$ cat config.mk
export PLATFORM = sky130hd
export DESIGN_NAME = trap_ctrl
export DESIGN_NICKNAME = d
export VERILOG_FILES = /design/src/rtl/trap_ctrl.sv
export SDC_FILE = /design/constraint.sdc
export NUM_CORES = 1
export LEC_CHECK = 0
export ABC_AREA = 1
export BUFFER_PORTS_ARGS = -buffer_cell sky130_fd_sc_hd__buf_2
export CORE_ASPECT_RATIO = 0.6
export CORE_MARGIN = 3
export CORE_UTILIZATION = 50
export CTS_CLUSTER_SIZE = 24
export DETAILED_ROUTE_END_ITERATION = 7
export GPL_TIMING_DRIVEN = 0
export PLACE_DENSITY = 0.75
export SYNTH_ARGS = -nofsm -noshare
export SYNTH_HDL_FRONTEND = slang
export SYNTH_SLANG_ARGS = --single-unit
$ cat constraint.sdc
create_clock -name clk_in -period 5.3 [get_ports clk_in]
set_clock_uncertainty 0.15 [all_clocks]
set_input_delay 0.53 -clock clk_in [delete_from_list [all_inputs] [get_ports clk_in]]
set_output_delay 0.53 -clock clk_in [all_outputs]
set_load 0.02 [all_outputs]
$ cat src/rtl/trap_ctrl.sv
// Machine-mode trap sequencer: takes one request, flushes and drains the pipe, commits CSRs, redirects fetch.
// Latency: 4 cycles request-to-IDLE at minimum, plus 1 per DRAIN wait cycle and 1 per redirect ack wait cycle.
// Backpressure: requests seen while busy are dropped; the redirect is held stable until redir_ack.
module trap_ctrl #(
    parameter int PC_SZ    = 32,
    parameter int RSZ      = 32,
    parameter int DRAIN_TO = 15
) (
    input  logic             clk_in,
    input  logic             reset_in,
    input  logic             exc_flag,
    input  logic [RSZ-1:0]   exc_cause,
    input  logic [RSZ-1:0]   exc_tval,
    input  logic [PC_SZ-1:0] exc_pc,
    input  logic             irq_flag,
    input  logic [RSZ-1:0]   irq_cause,
    input  logic [PC_SZ-1:0] irq_pc,
    input  logic             mret,
    input  logic [RSZ-1:0]   mtvec,
    input  logic [RSZ-1:0]   mepc,
    input  logic             mstatus_mie,
    input  logic             mstatus_mpie,
    input  logic [1:0]       cur_mode,
    input  logic             pipe_empty,
    input  logic             redir_ack,
    output logic             busy,
    output logic             flush,
    output logic             stall_fetch,
    output logic             csr_trap_wr,
    output logic             csr_ret_wr,
    output logic [RSZ-1:0]   csr_mepc,
    output logic [RSZ-1:0]   csr_mcause,
    output logic [RSZ-1:0]   csr_mtval,
    output logic             csr_mie,
    output logic             csr_mpie,
    output logic [1:0]       csr_mpp,
    output logic             redir_vld,
    output logic [PC_SZ-1:0] redir_pc,
    output logic             drain_err
);

    typedef enum logic [2:0] {S_IDLE, S_FLUSH, S_DRAIN, S_COMMIT, S_REDIRECT} state_t;
    typedef enum logic [1:0] {K_EXC, K_IRQ, K_RET} kind_t;

    localparam logic [RSZ-1:0] TOP_BIT = RSZ'(1) << (RSZ - 1);
    localparam logic [RSZ-1:0] LOW2    = RSZ'(3);

    state_t           state;
    kind_t            kind_q;
    logic [RSZ-1:0]   cause_q;
    logic [RSZ-1:0]   tval_q;
    logic [PC_SZ-1:0] pc_q;
    logic [7:0]       drain_cnt;

    logic [RSZ-1:0]   base;
    logic [RSZ-1:0]   vec_off;
    logic [PC_SZ-1:0] target;
    logic             drain_done;

    // Target is evaluated during COMMIT, so it sees the mtvec/mepc of that cycle.
    always_comb begin
        base       = mtvec & ~LOW2;
        vec_off    = {cause_q[RSZ-3:0], 2'b00};
        drain_done = pipe_empty || (drain_cnt == 8'(DRAIN_TO - 1));
        if (kind_q == K_RET)
            target = PC_SZ'(mepc & ~LOW2);
        else if (kind_q == K_IRQ && mtvec[1:0] == 2'b01)
            target = PC_SZ'(base + vec_off);
        else
            target = PC_SZ'(base);
    end

    always_ff @(posedge clk_in or negedge reset_in) begin
        if (!reset_in) begin
            state       <= S_IDLE;
            kind_q      <= K_EXC;
            cause_q     <= '0;
            tval_q      <= '0;
            pc_q        <= '0;
            drain_cnt   <= '0;
            busy        <= 1'b0;
            flush       <= 1'b0;
            stall_fetch <= 1'b0;
            csr_trap_wr <= 1'b0;
            csr_ret_wr  <= 1'b0;
            csr_mepc    <= '0;
            csr_mcause  <= '0;
            csr_mtval   <= '0;
            csr_mie     <= 1'b0;
            csr_mpie    <= 1'b0;
            csr_mpp     <= '0;
            redir_vld   <= 1'b0;
            redir_pc    <= '0;
            drain_err   <= 1'b0;
        end else begin
            // Strobes and their data only live for the single COMMIT cycle.
            flush       <= 1'b0;
            csr_trap_wr <= 1'b0;
            csr_ret_wr  <= 1'b0;
            csr_mepc    <= '0;
            csr_mcause  <= '0;
            csr_mtval   <= '0;
            csr_mie     <= 1'b0;
            csr_mpie    <= 1'b0;
            csr_mpp     <= '0;
            case (state)
                S_IDLE: begin
                    if (exc_flag || irq_flag || mret) begin
                        state       <= S_FLUSH;
                        busy        <= 1'b1;
                        flush       <= 1'b1;
                        stall_fetch <= 1'b1;
                        if (exc_flag) begin
                            kind_q  <= K_EXC;
                            cause_q <= exc_cause & ~TOP_BIT;
                            tval_q  <= exc_tval;
                            pc_q    <= exc_pc;
                        end else if (irq_flag) begin
                            kind_q  <= K_IRQ;
                            cause_q <= irq_cause | TOP_BIT;
                            tval_q  <= '0;
                            pc_q    <= irq_pc;
                        end else begin
                            kind_q  <= K_RET;
                            cause_q <= '0;
                            tval_q  <= '0;
                            pc_q    <= '0;
                        end
                    end
                end
                S_FLUSH: begin
                    state     <= S_DRAIN;
                    drain_cnt <= '0;
                end
                S_DRAIN: begin
                    if (drain_done) begin
                        state <= S_COMMIT;
                        if (!pipe_empty)
                            drain_err <= 1'b1;
                        if (kind_q == K_RET) begin
                            csr_ret_wr <= 1'b1;
                            csr_mie    <= mstatus_mpie;
                            csr_mpie   <= 1'b1;
                        end else begin
                            csr_trap_wr <= 1'b1;
                            csr_mepc    <= RSZ'(pc_q);
                            csr_mcause  <= cause_q;
                            csr_mtval   <= tval_q;
                            csr_mpie    <= mstatus_mie;
                            csr_mpp     <= cur_mode;
                        end
                    end else begin
                        drain_cnt <= drain_cnt + 8'd1;
                    end
                end
                S_COMMIT: begin
                    state     <= S_REDIRECT;
                    redir_vld <= 1'b1;
                    redir_pc  <= target;
                end
                S_REDIRECT: begin
                    if (redir_ack) begin
                        state       <= S_IDLE;
                        busy        <= 1'b0;
                        stall_fetch <= 1'b0;
                        redir_vld   <= 1'b0;
                        redir_pc    <= '0;
                    end
                end
                default: state <= S_IDLE;
            endcase
        end
    end

endmodule

==> summary.txt, run 1 <==
Run status
  • Outcome: finished clean

Synthesis
  • Adder-Cell Fraction of Synth Area: 3.30%
  • Syn Inst Count: 1578
  • #FFs+latches synth: between 200 and 250
  • Compound-gate portion of the synthesized area: 9.18%
  • Average size of a mapped cell: 7.82 um^2
  • Cell Area, Synth: 12300 um^2
  • Register area share after synthesis: 49.5%
  • Unique cell type count in the Yosys netlist: 37
  • XOR/XNOR Fraction of Synth Area: between 1 and 1.5%
  • Yosys Warn Count: 0
  • Largest family of logic cells by synthesized area: simple AND/OR/NAND/NOR gates
  • Simple-Gate Fraction of Synth Area: 26.7%
  • Mux cell area share after synthesis: 0%

Floorplanning
  • Die width: between 200 and 250 um
  • Die Y: 128 um
  • Core ar.: 23700 um^2
  • IO Pins: between 300 and 400
  • Die ar.: ~27000 um^2
  • Initial Utilization: 52.1%
  • FP Rows: 43

Clock network
  • CTS Sinks: between 200 and 250
  • Post-CTS resize count: 0
  • Max Root-Sink Buffers: 3
  • Reg clk slew, reported paths: 60 ps
  • CTS tree: yes
  • CTS root buffer: clkbuf_16
  • Clock Latency Late Sink: 520 ps
  • H-Tree Depth: 1
  • CTS buffer count: 23

Timing
  • Worst-margin pin slew: 809 ps
  • Max-slew violations: 0
  • Crit share post-route: 53.4%
  • Endpoints failing setup: 0
  • RSZ-0062 raised after global routing: no
  • Hold Slack: between 60 and 70 ps
  • Minimum clock period after layout: approximately 2800 ps
  • Fmax: around 0.35 GHz
  • Total negative slack: 0 ps
  • Relative slew slack: a little under half
  • Fin. Hold Viols: 0

Pwr
  • Worst ir drop on vdd: 269 uV
  • Pwr/cell area: between 500 and 600 nW/um^2
  • Leak pwr: 0.00870 uW

Detailed routing
  • DRT iter0 DRCs: 1042
  • Initial DRT Pass Iterations: 5
  • Vias: 12.1k
  • Routed WL: 41.8 mm
  • ANT nets after route: 0
  • DRC: 0
  • WL/cell: 18.1 um
  • Drt via density: ~5.2

Layout
  • Area occupied by multi-input gates: approximately 5000 um^2
  • Share of cells above drive strength 1: 24.0%
  • Nets: approximately 2.2k
  • Most common cell after layout, fill and taps aside: buf_2
  • Area growth, synth to finish: 24.8%
  • Fillers: 2130
  • Seq. cell area: 6110 um^2
  • Most frequent cells in the layout: buf_2 (391), nand2_1 (372), dfrtp_1 (244)

Critical path
  • CP max FO: 5
  • CP startpoint kind: flop
  • CP arrival: 3080 ps
  • Worst setup EP type: flop
  • Slowest CP cell: dfrtp_1
  • Critical R2R Capture: redir_pc[24]
  • Most common cell on crit path: nand2_1
  • Worst path cell trace: ha_1 > inv_1 > fa_1 > inv_1 > nand3_1 > nand3_1 > nand2_1 > nand2_1 > nand2_1 > nand3_1 > nand2_1 > nand3_1 > nand2_1 > nand2_1 > nand2_1
  • FF-to-FF setup slack: 2470 ps
  • Worst path required time: about 5600 ps
  • R2R cell count: 15
  • Crit path kind: flop to flop
  • FF-to-FF Start: cause_q[0]
  • Crit path largest cell delay: 490 ps

Flow run
  • Max-cap viol count: 0

Min path
  • HP Start: cur_mode[0]
  • Hold path depth: 3
  • Hold EP: csr_mpp[0]
  • Worst hold path class: primary input to flop

Global route
  • Grt total ovfl: 0
  • Total GRT Usage: 30.6%
  • Largest net degree at the start of global routing: 121
  • Vias in the first global route: 11.6k
  • First-pass GRT wire length: 64.0 mm
  • Initial antenna violation count: 9

Place
  • Port Buffer Count: about 370
  • Post-DP HPWL: 32.5 mm
  • Final GP Congestion: 1.04
-- per-stage QoR --
stage	utilization (%)	cells	power, uW	area (um^2)	setup slack (ps)
2_1_floorplan	-	1579	5390	12300	3050
3_3_place_gp	61.6	2260	6560	14600	-781
3_5_place_dp	61.8	2262	6650	14600	2440
4_1_cts	65.0	2302	8370	15400	2540
5_1_grt	65.1	2305	9000	15400	2300
6_report	65.1	2305	8390	15400	2470
-- how the worst max path moves through the flow --
stage / start / end / slack (ps) / cells after the start
after floorplan: mtvec[2] / redir_pc[18] / 3050 / 15
after global placement: reset_in / tval_q[14] / -780 / 1
after detailed placement: mtvec[2] / redir_pc[24] / 2440 / 16
after CTS: cause_q[0] / redir_pc[24] / 2540 / 15
after global routing: cause_q[0] / redir_pc[24] / 2300 / 15
final: cause_q[0] / redir_pc[24] / 2470 / 15
-- power by group --
group	switching [uW]	internal, uW
combinational	2620	1260
clock	708	973
sequential	362	2460
-- critical path, delay by kind of cell, from the launching register on --
kind / cells / cell delay, ps
and+or+nand+nor: 11 / 1190
adders and majority gates: 2 / 720
buffers and inverters: 2 / 170
DFF: 1 / 490
-- final cells by class --
type / instances / area share [%]
clock buffers: 30 / 4.04
clock inverters: 9 / 0.820
flip-flops and latches: 244 / 39.6
inverters: 235 / 5.73
well taps: 315 / 2.56
multi-input cells: 1024 / 32.4
diodes: 3 / 0.0487
plain buffers: 76 / 2.36
repair buffers: 369 / 12.4
-- state kept, by name, summed over array words and instances (netlist names), 3 cells and up --
| register | count |
|---|---|
| csr_mtval | 32 |
| state | 3 |
| csr_mcause | 32 |
| cause_q | 31 |
| tval_q | 32 |
| pc_q | 32 |
| drain_cnt | 8 |
| redir_pc | 30 |
| csr_mepc | 32 |
-- cells by family (layout without fill, tap and decap cells) --
group                    after synthesis  in the layout
AND/OR/NAND/NOR                      772            772
other                                  1              5
XOR/XNOR                              17             17
AO/OA/AOI/OAI                        201            201
buffers and inverters                311            719
adder cells (fa/ha/maj)               32             32
flip-flops                           244            244
-- routing by layer --
layer,GRT usage (%),vias to the layer above,share of wire (%)
li1,-,5772,-
met1,44.7,5701,45
met2,45.5,503,43
met3,9.05,72,9.9
met4,6.45,12,2.2
met5,0,-,0.15
-- cell usage after synthesis --
master    number  share of area, %
fa_1           1              0.16
nor2_1       192               5.8
and2_1         4              0.20
nor2_2        21               1.1
buf_1          4              0.12
nor4_4         1              0.17
nand2_2        1             0.051
o211ai_1       6              0.36
clkinv_1       1             0.030
nor2_4        11               1.0
buf_6          3              0.27
or2_2          4              0.20
ha_1          31               3.1
o21bai_1       3              0.18
xor2_1         7              0.50
a21oi_1       50               2.0
o21ai_0       70               2.8
and3_1         2              0.10
a21o_1         3              0.18
clkbuf_1      39               1.2
buf_8          1              0.12
nand3b_1       2              0.12
buf_4          3              0.18
or2_0          3              0.15
conb_1         1             0.030
nand2_1      372                11
nand4_1        6              0.30
nor3_1         7              0.28
o2111a_1       1             0.091
o31ai_1        5              0.30
xnor2_1       10              0.71
buf_2         26               1.1
inv_2          4              0.12
inv_1        230               7.0
nand3_1      146               5.9
a31oi_1       63               3.2
dfrtp_1      244                49
-- repair_timing --
item                      CTS  global route
hold buffers                1             0
setup buffers               0             0
hold endpoints to repair   30             0
No activity file was read; power rests on OpenSTA's default activity.
==> inputs of run 2 (changes only) <==
==> constraint.sdc (replaced) <==
create_clock -name clk_in -period 2.67 [get_ports clk_in]
set_clock_uncertainty 0.15 [all_clocks]
set_input_delay 0.267 -clock clk_in [delete_from_list [all_inputs] [get_ports clk_in]]
set_output_delay 0.267 -clock clk_in [all_outputs]
set_load 0.02 [all_outputs]
==> summary.txt, run 2 (same netlist as run 1, synthesis figures left out) <==
Layout
  • Post-Layout Inst Area: 17600 um^2 (+14%)
  • Fillers: 1698 (-20%)
  • Seq. cell area: 6110 um^2 (about the same)
  • Most frequent cells in the layout: buf_2 (392), nand2_1 (370), dfrtp_1 (243)
  • Area occupied by multi-input gates: 5020 um^2 (+0.55%)
  • Share of cells above drive strength 1: 22.1% (-1.9 points)
  • Area growth, synth to finish: 42.4%
  • Nets: 2454 (+9.6%)
  • Final Util: 74.3% (+9.2 points)
  • Finished Layout Cells: 2519 (+9.3%)
  • Most common cell after layout, fill and taps aside: buf_2

Timing
  • Worst setup margin: 91.2 ps (-2380 ps)
  • Minimum clock period after layout: 2580 ps (-250 ps)
  • Relative slew slack: 43.5% (-2.6 points)
  • Endpoints failing setup: 0 (unchanged)
  • RSZ-0062 raised after global routing: no
  • Crit share post-route: 96.6% (+43 points)
  • Fmax: 0.388 GHz (+9.7%)
  • Total negative slack: 0 ps (unchanged)
  • Fin. Hold Viols: 0 (unchanged)
  • Worst-margin pin slew: 848 ps (+39.0 ps)
  • Max-slew violations: 0 (unchanged)

Floorplanning
  • IO Pins: 374 (unchanged)
  • Initial Utilization: 52.1% (unchanged)
  • Die width: 209 um (unchanged)
  • Core ar.: 23700 um^2 (unchanged)
  • Die Y: 128 um (unchanged)
  • Die ar.: 26700 um^2 (unchanged)
  • FP Rows: 43 (unchanged)

Global route
  • Grt total ovfl: 0 (unchanged)
  • Initial antenna violation count: 2 (-7)
  • Largest net degree at the start of global routing: 121 (unchanged)
  • First-pass GRT wire length: 74.6 mm (+17%)
  • Total GRT Usage: 35.5% (+4.9 points)
  • Vias in the first global route: 13.7k (+18%)

Detailed routing
  • Drt via density: 5.41 (+3.4%)
  • ANT nets after route: 0 (unchanged)
  • Initial DRT Pass Iterations: 5 (unchanged)
  • WL/cell: 19.2 um (+5.7%)
  • DRT iter0 DRCs: 1394 (+34%)
  • DRC: 0 (unchanged)
  • Vias: 13.6k (+13%)
  • Routed WL: 48.2 mm (+16%)

Critical path
  • Critical R2R Capture: redir_pc[30]
  • Worst path required time: 2930 ps (-2620 ps)
  • CP startpoint kind: flop
  • FF-to-FF Start: cause_q[10]
  • Worst setup EP type: flop
  • CP startpoint: cause_q[10]
  • Crit path largest cell delay: 440 ps (-50 ps)
  • CP max FO: 5 (unchanged)
  • CP Capture Point: redir_pc[30]
  • Slowest CP cell: dfrtp_1
  • Crit path kind: flop to flop
  • Worst path cell trace: ha_1 > nand2_1 > inv_1 > a21oi_1 > nand3_1 > nand2_1 > nand3_1 > nand3_1 > nand2_1 > nand2_1 > nand2_1
  • FF-to-FF setup slack: 90 ps (-2380 ps)
  • CP arrival: 2840 ps (-240 ps)
  • R2R cell count: 11 (-4)
  • Most common cell on crit path: nand2_1

Place
  • Setup slack at placement: -68.6 ps (-2510 ps)
  • Final GP Congestion: 1.04 (unchanged)
  • Dpl cell area: 14600 um^2 (unchanged)
  • Placed Cells: 2262 (unchanged)
  • Port Buffer Count: 366 (unchanged)
  • Post-DP HPWL: 32.5 mm (unchanged)

Min path
  • Worst hold path class: primary input to flop

Flow run
  • Max-cap viol count: 0 (unchanged)

Clock network
  • CTS tree: yes
  • CTS buffer count: 23 (unchanged)
  • Clock Latency Late Sink: 530 ps (about the same)
  • CTS Sinks: 244 (unchanged)
  • Reg clk slew, reported paths: 70 ps (about the same)
  • H-Tree Depth: 1 (unchanged)
  • CTS root buffer: clkbuf_16
  • Max Root-Sink Buffers: 3 (unchanged)

Pwr
  • Worst ir drop on vdd: 545 uV (+100%)
  • Pwr/cell area: 982 nW/um^2 (+80%)
  • Leak pwr: 0.00960 uW (+10%)

Run status
  • Outcome: finished clean
## run 2: layer usage
layer  track usage (%)  vias up  share of wire (%)
met4              12.0        2                3.8
met5                 0        -              0.015
met3              10.2      174                 10
li1                  -     6200                  -
met1              47.3     6426                 41
met2              56.4      822                 45
## run 2: layout make-up
class,instances,share of cell area (%)
diodes,3,0.0427
plain buffers,76,2.09
clock buffers,30,3.54
clock inverters,9,0.719
inverters,235,5.02
multi-input cells,1024,28.6
flip-flops and latches,244,34.7
well taps,315,2.24
repair buffers,583,23.0
## run 2: timing repair
item | 4_1_cts | 5_1_grt
setup endpoints to repair | 1 | 14
hold buffers | 215 | 0
endpoints found under the hold margin | 380 | 0
resized for setup | 2 | 13
buffers inserted | 0 | 0
## run 2: worst max-delay path: cells and delay by family, from the launching register on
| kind | cells | cell delay [ps] |
|---|---|---|
| and+or+nand+nor | 8 | 1050 |
| DFF | 1 | 440 |
| AOI/OAI and AO/OA | 1 | 400 |
| adders and majority gates | 1 | 360 |
| buffers and inverters | 1 | 70 |
## run 2: metrics by stage
stage          hold slack, ps  total power [uW]
6_report                 18.2             17300
3_3_place_gp              288             13000
3_5_place_dp            -5.44             13200
4_1_cts                 0.516             16900
2_1_floorplan            -179             10700
5_1_grt                  47.4             18400
## run 2: where the power goes
part | switching [uW] | total [uW] | internal [uW]
Sequential | 756 | 5650 | 4890
Clock | 1460 | 3390 | 1930
Combinational | 5500 | 8230 | 2730
## run 2: worst min-delay path by stage
stage | from | end | slack, ps | cells past startpoint
2_1_floorplan | reset_in | cause_q[0] | -180 | 0
3_3_place_gp | drain_err | drain_err | 290 | 1
3_5_place_dp | reset_in | redir_pc[28] | -5 | 1
4_1_cts | mtvec[10] | redir_pc[10] | 0.5 | 5
5_1_grt | mtvec[21] | redir_pc[21] | 50 | 5
6_report | mtvec[10] | redir_pc[10] | 20 | 5
